`src/rtl/leg_fetch.sv`:
```
// leg_fetch: byte-serial LEG instruction fetch with redirect and valid/ready output
// Ports: clk/rst; mem_rd/mem_addr/mem_rdata to 1-cycle-latency program memory;
// redirect/redirect_pc from the jump unit; out_valid/out_ready handshake with
// out_opcode/out_arg1/out_arg2/out_dest/out_pc towards decode.
module leg_fetch #(
  parameter int ADDR_WIDTH = 8,
  parameter logic [ADDR_WIDTH-1:0] RESET_PC = '0
) (
  input  logic                  clk,
  input  logic                  rst,
  output logic                  mem_rd,
  output logic [ADDR_WIDTH-1:0] mem_addr,
  input  logic [7:0]            mem_rdata,
  input  logic                  redirect,
  input  logic [ADDR_WIDTH-1:0] redirect_pc,
  output logic                  out_valid,
  input  logic                  out_ready,
  output logic [7:0]            out_opcode,
  output logic [7:0]            out_arg1,
  output logic [7:0]            out_arg2,
  output logic [7:0]            out_dest,
  output logic [ADDR_WIDTH-1:0] out_pc
);
  typedef enum logic [1:0] {ISSUE, DRAIN, VALID} state_t;
  state_t state, state_n;
  logic [1:0] cnt, cnt_n, slot;
  logic [ADDR_WIDTH-1:0] fetch_pc, pc_n;
  logic [3:0][7:0] payload;
  logic pend;
  assign out_valid = state == VALID;
  assign mem_rd = state == ISSUE && !redirect && !rst;
  assign mem_addr = fetch_pc + ADDR_WIDTH'(cnt);
  assign out_pc = fetch_pc;
  // payload is only exposed once complete, so partial or stale bytes never leak
  assign out_opcode = out_valid ? payload[0] : '0;
  assign out_arg1 = out_valid ? payload[1] : '0;
  assign out_arg2 = out_valid ? payload[2] : '0;
  assign out_dest = out_valid ? payload[3] : '0;
  always_comb begin
    state_n = state;
    cnt_n = cnt;
    pc_n = fetch_pc;
    if (redirect) begin
      state_n = ISSUE;
      cnt_n = '0;
      pc_n = redirect_pc;
    end else if (state == ISSUE) begin
      cnt_n = cnt + 2'd1;
      state_n = cnt == 2'd3 ? DRAIN : ISSUE;
    end else if (state == DRAIN) begin
      state_n = VALID;
    end else if (out_ready) begin
      state_n = ISSUE;
      cnt_n = '0;
      pc_n = fetch_pc + ADDR_WIDTH'(4);
    end
  end
  always_ff @(posedge clk) begin
    if (rst) begin
      state <= ISSUE;
      cnt <= '0;
      fetch_pc <= RESET_PC;
      pend <= 1'b0;
      slot <= '0;
      payload <= '0;
    end else begin
      state <= state_n;
      cnt <= cnt_n;
      fetch_pc <= pc_n;
      pend <= mem_rd;
      slot <= cnt;
      // a byte arriving in a redirect cycle belongs to the abandoned fetch
      if (pend && !redirect) payload[slot] <= mem_rdata;
    end
  end
endmodule
```
`config.mk`:
```
export PLATFORM = sky130hd
export DESIGN_NAME = leg_fetch
export DESIGN_NICKNAME = d
export VERILOG_FILES = /design/src/rtl/leg_fetch.sv
export SDC_FILE = /design/constraint.sdc
export NUM_CORES = 1
export LEC_CHECK = 0
export BUFFER_PORTS_ARGS = -buffer_cell sky130_fd_sc_hd__clkbuf_2
export CORE_MARGIN = 2
export CORE_UTILIZATION = 40
export DETAILED_ROUTE_END_ITERATION = 16
export GPL_ROUTABILITY_DRIVEN = 0
export PLACE_DENSITY = 0.71
export SYNTH_ARGS = -nofsm -noshare
export SYNTH_HDL_FRONTEND = slang
export SYNTH_SLANG_ARGS = --single-unit
export TNS_END_PERCENT = 20
```
`constraint.sdc`:
```
create_clock -name clk -period 2.2 [get_ports clk]
set_input_delay 0.44 -clock clk [delete_from_list [all_inputs] [get_ports clk]]
set_output_delay 0.44 -clock clk [all_outputs]
set_load 0.03 [all_outputs]
```
==> summary.txt <==
Site Rows: 26
Crit Path Class: reg -> out
CTS tree: yes
CP startpoint kind: register
DR pass1 iterations: 4
Switching part of the total: 26.1%
Comb pwr share: 11.7%
Vias: 1914
Vias per cell: 4.86
Drt drc: 0
CP endpoint kind: primary output
Fin util: 54.1%
Outcome: complete, but fails checks
Worst R2R Start: out_pc[3]$_SDFFE_PP0P_
Largest area contributor in the netlist: dfxtp_1
Area Overhead vs Synth: 29.1%
Post-Route WL: 4800 um
Clock Latency Late Sink: 0.30 ns
Syn Inst Count: 252
Highest clock rate: 437 MHz
Hold WC Path Type: in -> reg
RSZ-0062 raised after global routing: true
Setup WS pre-CTS: -0.0757 ns
Die footprint: 6030 um^2
CP Data Required Time: 1.76 ns
Clock Sink Count: 47
Synth unique cells: 36
Number of synthesized register bits: 47
Core Area: 5170 um^2
Clock Power Share: 35.1%
Sequential power share: 53.2%
Final min period: 2.29 ns
Setup violations, final: 3
Syn Area/Cell: 8.60 um^2
Worst Setup SP: out_pc[0]$_SDFFE_PP0P_
Arrival time worst endpoint: 1.85 ns
Crit-path max FO: 2
Maximum number of pins on one net before global-route repair: 48
Worst-path clk slew: 0.08 ns
Input/output buffers: 69
Failing checks: negative setup slack
Min-delay src: redirect_pc[0]
CP max stage delay: 0.37 ns
Die Ht: 77.6 um
Clk root buf: clkbuf_8
Fin. max-slew vios: 0
Clock Path Buffers: 2
Worst path slowest cell: dfxtp_4
Initial antenna violation count: 0
Setup Skew: 0.00763 ns
Hold Vio Cnt, Final: 0
Synthesized net count: 277
Total track usage: 16.4%
CTS buffer count: 5
I/O pin count: 70
Antenna-violating nets left: 0
Setup WS post-layout: -0.0900 ns
Hold-fix buffers, CTS: 0
Chip width: 77.6 um
Synth top area share: 43.4%
Register area share after synthesis: 43.4%
Maximum VDD drop: 0.000358 V
Final period util: 104%
First-pass GRT wire length: 7940 um
Max-cap violations: 0
Worst slew pin tran: 0.636 ns
Initial Util: 41.9%
Yosys warnings: 0
# fillers: 495
P_sw: 0.000437 W
Critical path, cell by cell: ha_4 > inv_2 > fa_2 > nand2b_4 > or2_4 > xnor2_4 > buf_8
DR iter-0 viols: 70
Synth area leaders: dfxtp_1 43%, and2_1 9.2%, mux2i_1 8.3%, nand2_1 6.6%, nor2_1 4.7%
Share of layout cells above drive strength 1: 31.5%
Cell area power density: 598 nW/um^2
Max H-tree Level: 2
P_leak: 1.18 nW
Antenna Cells: 0
Cell area after synthesis: 2170 um^2
Rel. slew slack: 57.5%
Post-DP HPWL: 3430 um
Vias in the first global route: 1739
Routed len/inst: 12.2 um
Fin nets: 348
Grt ovf: 0
Int Power: 0.00124 W
-- metal layers --
metal,share of wire [%],vias to the layer above,track usage (%)
li1,-,979,-
met1,44,867,19.7
met2,49,58,28.8
met3,5.2,10,3.84
met4,1.9,0,4.82
met5,0,-,0
-- synthesized netlist by cell type --
cell	count
or4b_1	1
nor3_1	3
nand4b_1	1
nand2_1	38
and4bb_2	2
buf_4	1
nand4_1	1
buf_2	5
nand3b_1	1
dfxtp_1	47
fa_1	1
or2_2	1
buf_1	2
nor4b_1	1
or2b_1	1
nor2b_1	2
nor2_1	27
nor4_1	2
xor2_1	5
o21ai_0	3
and2_1	32
a211oi_1	3
a311oi_1	4
a2bb2oi_1	1
nand2b_1	1
clkbuf_1	7
nor4b_2	1
a21oi_1	17
inv_1	6
or3_1	3
xnor2_1	4
and4b_1	1
ha_1	4
o22a_1	1
nand3_1	4
mux2i_1	18
-- kinds of logic after synthesis --
kind of cell	synth area share (%)
multiplexers	8.31
flip-flops	43.4
XOR/XNOR	3.64
buffers and inverters	4.10
AND/OR/NAND/NOR	29.3
AO/OA/AOI/OAI	8.08
adder cells (fa/ha/maj)	3.23
-- final timing paths --
path	slack, ns	cells after the start	end
hold reg to reg	0.45	2	payload[7]$_SDFFE_PP0P_
hold / removal	0.39	3	out_pc[0]$_SDFFE_PP0P_
setup reg to reg	0.75	4	out_pc[6]$_SDFFE_PP0P_
setup / recovery	-0.09	7	mem_addr[6]
-- critical path, delay by kind of cell (launching register included) --
kind / cells / cell delay, ns
DFF: 1 / 0.37
buffers and inverters: 2 / 0.18
xor gates and xnor gates: 1 / 0.14
and+or+nand+nor: 2 / 0.40
adders and majority gates: 2 / 0.48
-- cell usage in the layout (no fill, tap or decap), types with 2 or more instances in the layout --
| cell | instances |
|---|---|
| buf_4 | 12 |
| mux2i_1 | 18 |
| nor2_1 | 27 |
| nor2b_1 | 2 |
| o21ai_0 | 3 |
| a21oi_1 | 16 |
| ha_4 | 2 |
| and2_1 | 32 |
| nor3_1 | 3 |
| dfxtp_2 | 3 |
| a211oi_1 | 3 |
| and4bb_2 | 2 |
| ha_1 | 2 |
| xnor2_1 | 3 |
| nand3_1 | 4 |
| inv_1 | 5 |
| dfxtp_1 | 43 |
| xor2_1 | 5 |
| nand2_1 | 38 |
| clkbuf_8 | 5 |
| nor4_1 | 2 |
| a311oi_1 | 4 |
| clkbuf_2 | 65 |
| or3_1 | 3 |
-- stage by stage --
step	total power (W)	setup TNS, ns	std cells	instance area, um^2	hold slack, ns
after global placement	0.00109	-0.0388	384	2620	0.438
after global routing	0.00175	-0.364	394	2800	0.399
after floorplan	0.00102	0	252	2190	0.432
final	0.00167	-0.161	394	2800	0.385
after detailed placement	0.00110	-0.0757	384	2620	0.444
after CTS	0.00168	-0.394	392	2760	0.380
-- state kept, by name (all words and copies together) (netlist names) --
signal and count:
out_pc 8, slot 2, cnt 2, state 2, pend 1, payload 32
-- power by group through the flow --
stage	Clock, W	Combinational, W	Sequential [W]
3_3_place_gp	0	0.000185	0.000908
6_report	0.000588	0.000196	0.000890
4_1_cts	0.000602	0.000192	0.000891
5_1_grt	0.000643	0.000215	0.000894
2_1_floorplan	0	0.0000961	0.000928
3_5_place_dp	0	0.000187	0.000909
-- area by class of cell --
cell class	instances	area [um^2]	area share, %
clock inverter	2	13.8	0.492
inverter	6	22.5	0.804
multi-input combinational	184	1200	42.8
tap	70	87.6	3.13
clock buffer	6	93.8	3.35
sequential	47	948	33.9
timing repair buffer	79	435	15.5
-- repair_timing --
action | in CTS | in global routing
pin swaps | 4 | 3
gates cloned | 0 | 0
setup buffers | 0 | 2
resized for setup | 9 | 11
setup endpoints to repair | 6 | 38
Power figures use the tool's default switching activity.
